**src/rtl/nx_fifo_pkg.sv**
```systemverilog
// Shared types and constants for the nx_fifo read-side drain stage.
package nx_fifo_pkg;

    typedef enum logic [1:0] {
        EMPTY = 2'd0,
        ONE   = 2'd1,
        TWO   = 2'd2
    } occ_e;

    localparam int unsigned SKID_DEPTH = 2;
    localparam int unsigned OCC_W      = $clog2(SKID_DEPTH + 1);

endpackage

```
**src/rtl/nx_skid_reg.sv**
```systemverilog
// Two-entry valid/ready skid register: head drives the output, skid absorbs
// the one beat that arrives while the head is stalled.
module nx_skid_reg
    import nx_fifo_pkg::*;
#(
    parameter int unsigned WIDTH      = 128,
    parameter bit          DATA_RESET = 1'b1
) (
    input  logic             clk,
    input  logic             rst,
    input  logic             clear,
    input  logic             push,
    input  logic [WIDTH-1:0] push_data,
    output logic             full,
    output logic [OCC_W-1:0] occ,
    output logic             out_valid,
    output logic [WIDTH-1:0] out_data,
    input  logic             out_ready
);

    occ_e             state;
    occ_e             state_nxt;
    logic [WIDTH-1:0] head;
    logic [WIDTH-1:0] skid;
    logic             pop;
    logic             head_ld;
    logic             head_from_skid;
    logic             skid_ld;

    // A beat offered during clear is never considered taken.
    assign pop = out_valid && out_ready && !clear;

    always_comb begin
        state_nxt      = state;
        head_ld        = 1'b0;
        head_from_skid = 1'b0;
        skid_ld        = 1'b0;
        unique case (state)
            EMPTY: begin
                if (push) begin
                    state_nxt = ONE;
                    head_ld   = 1'b1;
                end
            end
            ONE: begin
                if (push && pop) begin
                    head_ld = 1'b1;
                end else if (push) begin
                    state_nxt = TWO;
                    skid_ld   = 1'b1;
                end else if (pop) begin
                    state_nxt = EMPTY;
                end
            end
            TWO: begin
                if (pop) begin
                    state_nxt      = ONE;
                    head_from_skid = 1'b1;
                end
            end
            default: state_nxt = EMPTY;
        endcase
        if (clear) begin
            state_nxt      = EMPTY;
            head_ld        = 1'b0;
            head_from_skid = 1'b0;
            skid_ld        = 1'b0;
        end
    end

    always_ff @(posedge clk or posedge rst) begin
        if (rst) begin
            state     <= EMPTY;
            out_valid <= 1'b0;
        end else begin
            state     <= state_nxt;
            out_valid <= (state_nxt != EMPTY);
        end
    end

    if (DATA_RESET) begin : g_data_rst
        always_ff @(posedge clk or posedge rst) begin
            if (rst) begin
                head <= '0;
                skid <= '0;
            end else if (clear) begin
                head <= '0;
                skid <= '0;
            end else begin
                if (head_ld) begin
                    head <= push_data;
                end else if (head_from_skid) begin
                    head <= skid;
                end
                if (skid_ld) begin
                    skid <= push_data;
                end
            end
        end
    end else begin : g_data_norst
        always_ff @(posedge clk) begin
            if (head_ld) begin
                head <= push_data;
            end else if (head_from_skid) begin
                head <= skid;
            end
            if (skid_ld) begin
                skid <= push_data;
            end
        end
    end

    assign out_data = head;
    assign full     = (state == TWO);
    assign occ      = state;

endmodule

```
**src/rtl/nx_fifo_rd_stage.sv**
```systemverilog
// Drains a show-ahead nx_fifo into a registered valid/ready stream; the read
// enable looks only at registered occupancy, never at out_ready.
module nx_fifo_rd_stage
    import nx_fifo_pkg::*;
#(
    parameter int unsigned WIDTH      = 128,
    parameter int unsigned SLOT_W     = 3,
    parameter bit          DATA_RESET = 1'b1
) (
    input  logic              clk,
    input  logic              rst,
    input  logic              clear,
    input  logic              fifo_empty,
    input  logic [WIDTH-1:0]  fifo_rdata,
    input  logic [SLOT_W-1:0] fifo_used_slots,
    output logic              fifo_ren,
    output logic              fifo_clear,
    output logic              out_valid,
    output logic [WIDTH-1:0]  out_data,
    input  logic              out_ready,
    output logic [SLOT_W:0]   avail
);

    logic             skid_full;
    logic [OCC_W-1:0] occ;

    assign fifo_clear = clear;
    assign fifo_ren   = !rst && !clear && !fifo_empty && !skid_full;

    nx_skid_reg #(
        .WIDTH      (WIDTH),
        .DATA_RESET (DATA_RESET)
    ) u_skid (
        .clk       (clk),
        .rst       (rst),
        .clear     (clear),
        .push      (fifo_ren),
        .push_data (fifo_rdata),
        .full      (skid_full),
        .occ       (occ),
        .out_valid (out_valid),
        .out_data  (out_data),
        .out_ready (out_ready)
    );

    assign avail = (SLOT_W + 1)'(fifo_used_slots) + (SLOT_W + 1)'(occ);

    a_no_underflow: assert property (@(posedge clk) disable iff (rst)
        !(fifo_ren && fifo_empty));

    a_stall_stable: assert property (@(posedge clk) disable iff (rst)
        (out_valid && !out_ready && !clear) |=> (out_valid && $stable(out_data)));

endmodule

```
**config.mk**
```make
export PLATFORM = sky130hd
export DESIGN_NAME = nx_fifo_rd_stage
export DESIGN_NICKNAME = d
export VERILOG_FILES = /design/src/rtl/nx_fifo_pkg.sv /design/src/rtl/nx_skid_reg.sv /design/src/rtl/nx_fifo_rd_stage.sv
export SDC_FILE = /design/constraint.sdc
export NUM_CORES = 1
export LEC_CHECK = 0
export BUFFER_PORTS_ARGS = -buffer_cell sky130_fd_sc_hd__buf_2
export CORE_MARGIN = 2
export CORE_UTILIZATION = 55
export DETAILED_ROUTE_END_ITERATION = 10
export PLACE_DENSITY_LB_ADDON = 0.25
export RECOVER_POWER = 25
export REMOVE_ABC_BUFFERS = 1
export SETUP_SLACK_MARGIN = 0.5
export SLEW_MARGIN = 20
export SYNTH_ARGS = -nofsm -noshare
export SYNTH_HDL_FRONTEND = slang
export SYNTH_HIERARCHICAL = 1
export SYNTH_SLANG_ARGS = --single-unit
export TNS_END_PERCENT = 100
```
**constraint.sdc**
```tcl
create_clock -name clk -period 12.1 [get_ports clk]
set_input_delay 0.605 -clock clk [delete_from_list [all_inputs] [get_ports clk]]
set_output_delay 0.605 -clock clk [all_outputs]
set_load 0.005 [all_outputs]
```
==> flow_metrics.tcl <==
set metrics [dict create \
    hold_ws_ns 0.2984 \
    synth_edf_count 0 \
    crit_type "reg -> reg" \
    fp.coreArea_sq_mm 0.02023 \
    clkTransAtPathRegs_ns 0.06 \
    wl_met3_um 2948 \
    synth_top_area_cell "dfrtp_1" \
    synth_ff_type "dfrtp_1" \
    wirelength_um 32580 \
    dp_hpwl_um 17710 \
    synth_top_family_by_area "compound AO/OA/AOI/OAI gates" \
    utilization 0.6687 \
    syn-instance-count 932 \
    clk-insertion-delay-late_ns 0.54 \
    fmax_ghz 0.2354 \
    grt_pass1_vias 9504 \
    skew_ns 0.009800 \
    clock_path_buffers 3 \
    io_buffers 270 \
    synthAdderAreaFrac 0.003972 \
    synth_most_common_cell "dfrtp_1" \
    synthSimpleGateAreaFrac 0.06322 \
    ys_types 29 \
    postSynthAreaPerCell_sq_um 12.17 \
    async_flop_share 1.000 \
    antenna_found_initial 6 \
    status "finished with violations" \
    max-cap-violations 1 \
    synthXorXnorAreaFrac 0.0007723 \
    hold_viol 0 \
    grt_overflow 0 \
    layout.nets 1260 \
    hp-class "in -> reg" \
    peakVddDrop_mv 0.1111 \
    muxShareOfSynthArea 0 \
    fin_ws_ns 7.852 \
    endpoint "u_skid/out_data[4]" \
    leakage_uw 0.006313 \
    die_w_um 147.6 \
    crit_required_ns 12.55 \
    violations "max-capacitance violations, max-slew violations" \
    ys_top_cells_by_area "dfrtp_1, a22o_1, a2bb2oi_1" \
    synth_commonest_cells "dfrtp_1, nand3_1, a22o_1, a2bb2oi_1, o221ai_1" \
    cts_resized 0 \
    wl_met1_um 14040 \
    cts_tree "yes" \
    ioPinCount 271 \
    powerDensity_mw_per_mm2 150.2 \
    r2r_end "u_skid/out_data[4]" \
    yosysWarningCount 6 \
    numCtsBuffers 28 \
    dr.first_iter.drc_count 1012 \
    crit_start "u_skid/occ[1]" \
    fp.dieH_um 147.6 \
    setup_tns_ns 0 \
    endpoint_kind "register" \
    cp_max_fo 70 \
    slew_viol_final 109 \
    drive_above_1_share 0.2813 \
    hold_buffers 0 \
    critPathLaunchType "register" \
    worstMarginPinSlew_ns 4.785 \
    std_cell_rows 52 \
    top_layer_used "met5" \
    yosysTopAreaCellShare 0.5715 \
    layout_min_cycle_time_ns 4.248 \
    detailedPlace.worstSlack_ns 7.713 \
    htreeDepth 1 \
    reg2reg_from "u_skid/occ[1]" \
    clock_sinks 259 \
    r2r_slack_ns 7.85 \
    vias 9619 \
    area_growth_pct 19.31 \
    via_per_inst 6.803 \
    grt_use_total 0.2922 \
    synth_area_sq_mm 0.01134 \
    postCtsSetupBuffers 0 \
    setup_violations 0 \
    initial_utilization 0.5605 \
    root_buffer "clkbuf_16" \
    drtPass1Iterations 6 \
    place.gp.congestion 0.8100 \
    die_area_sq_mm 0.02178 \
    detail-route-antenna-nets 0 \
    route.detailed.drc 0 \
    yosysSeqAreaShare 0.5715 \
    grt_pass1_wl_um 52080 \
    fillers 1568 \
    critPathArrivalTime_ns 4.70 \
    relSlewSlack -2.208 \
    r2r_cells 8 \
    rsz0062_at_grt "no" \
    grt_start_max_net_pins 109 \
    fin_crit_sh 0.3511 \
    synth-seq-cells 259 \
    synth-compound-area-share 0.3041 \
    wl_per_cell_um 23.04 \
    met2_wirelength_um 14740 \
]
-- critical path, stage by stage (launching register included) --
cell and delay, ns:
dfrtp_1 0.48, nand2b_1 0.15, inv_1 0.09, nor4_2 0.72, nand2b_4 0.62, o211ai_4 0.35
buf_4 0.60, buf_4 0.81, a2bb2oi_1 0.22
-- placed cells by master, fill, tap and decap left out, types with 2 or more instances in the layout --
master      netlist  layout
a21oi_1           2       2
a22o_1          128     128
a2bb2oi_1       128     128
a31o_2            2       2
buf_2            83     248
buf_4             7      17
bufinv_16         0       2
clkbuf_1         36      28
clkbuf_16         0      29
clkbuf_8          0       7
clkinv_2          0       4
clkinvlp_4        0       2
dfrtp_1         259     259
diode_2           0       3
ha_1              2       2
inv_1             7       6
nand3_1         130     130
o21ai_0           2       2
o221ai_1        128     128
-- worst min-delay path by stage --
stage                                start          endpoint  slack (ns)  depth (start not counted)
after detailed placement   u_skid/skid[73]   u_skid/skid[73]        0.49                          1
after CTS                              rst   u_skid/skid[68]        0.27                          2
after global routing        fifo_rdata[88]   u_skid/skid[88]        0.29                          2
final                       fifo_rdata[88]   u_skid/skid[88]        0.30                          2
after floorplan             u_skid/skid[0]    u_skid/skid[0]        0.47                          1
after global placement    u_skid/skid[114]  u_skid/skid[114]        0.49                          1
-- through the flow --
stage / area (sq um) / instances / power, uW
after detailed placement: 12610 / 1361 / 1184
after global placement: 12610 / 1361 / 1180
final: 13530 / 1414 / 2033
after global routing: 13530 / 1412 / 2103
after floorplan: 10730 / 804 / 1075
after CTS: 13560 / 1411 / 2046
-- cell families after synthesis --
kind of cell    after synthesis
compound gates              395
xor+xnor                      1
fa+ha+maj                     3
buf+inv                     136
flops                       259
simple gates                138
-- registers in the layout, indices dropped and copies added, names as in the netlist --
signal	cells
u_skid/out_data	128
u_skid/skid	128
u_skid/occ	2
u_skid/out_valid	1
-- where the power goes --
group,leakage (uW),internal (uW),switching [uW]
logic,0.00242,103,131
clock network,0.000459,522,341
registers,0.00343,908,27.0
total,0.00631,1530,499
-- cell type report --
cell class              instances  area (sq um)  area share
clock inverters                 8         98.84    0.007305
repair buffers                287          1451      0.1073
clock buffers                  42         844.6     0.06242
well taps                     270         337.8     0.02497
inverters                       8         32.53    0.002404
diodes                          3         7.507   0.0005548
flip-flops and latches        259          6481      0.4790
multi-input cells             537          4277      0.3161
-- layer usage --
| layer | up-vias | track usage |
|---|---|---|
| li1 | 4144 | - |
| met3 | 63 | 0.06512 |
| met2 | 505 | 0.4165 |
| met5 | - | 0 |
| met4 | 8 | 0.08269 |
| met1 | 4899 | 0.4523 |
(Power assumes the default switching activity.)
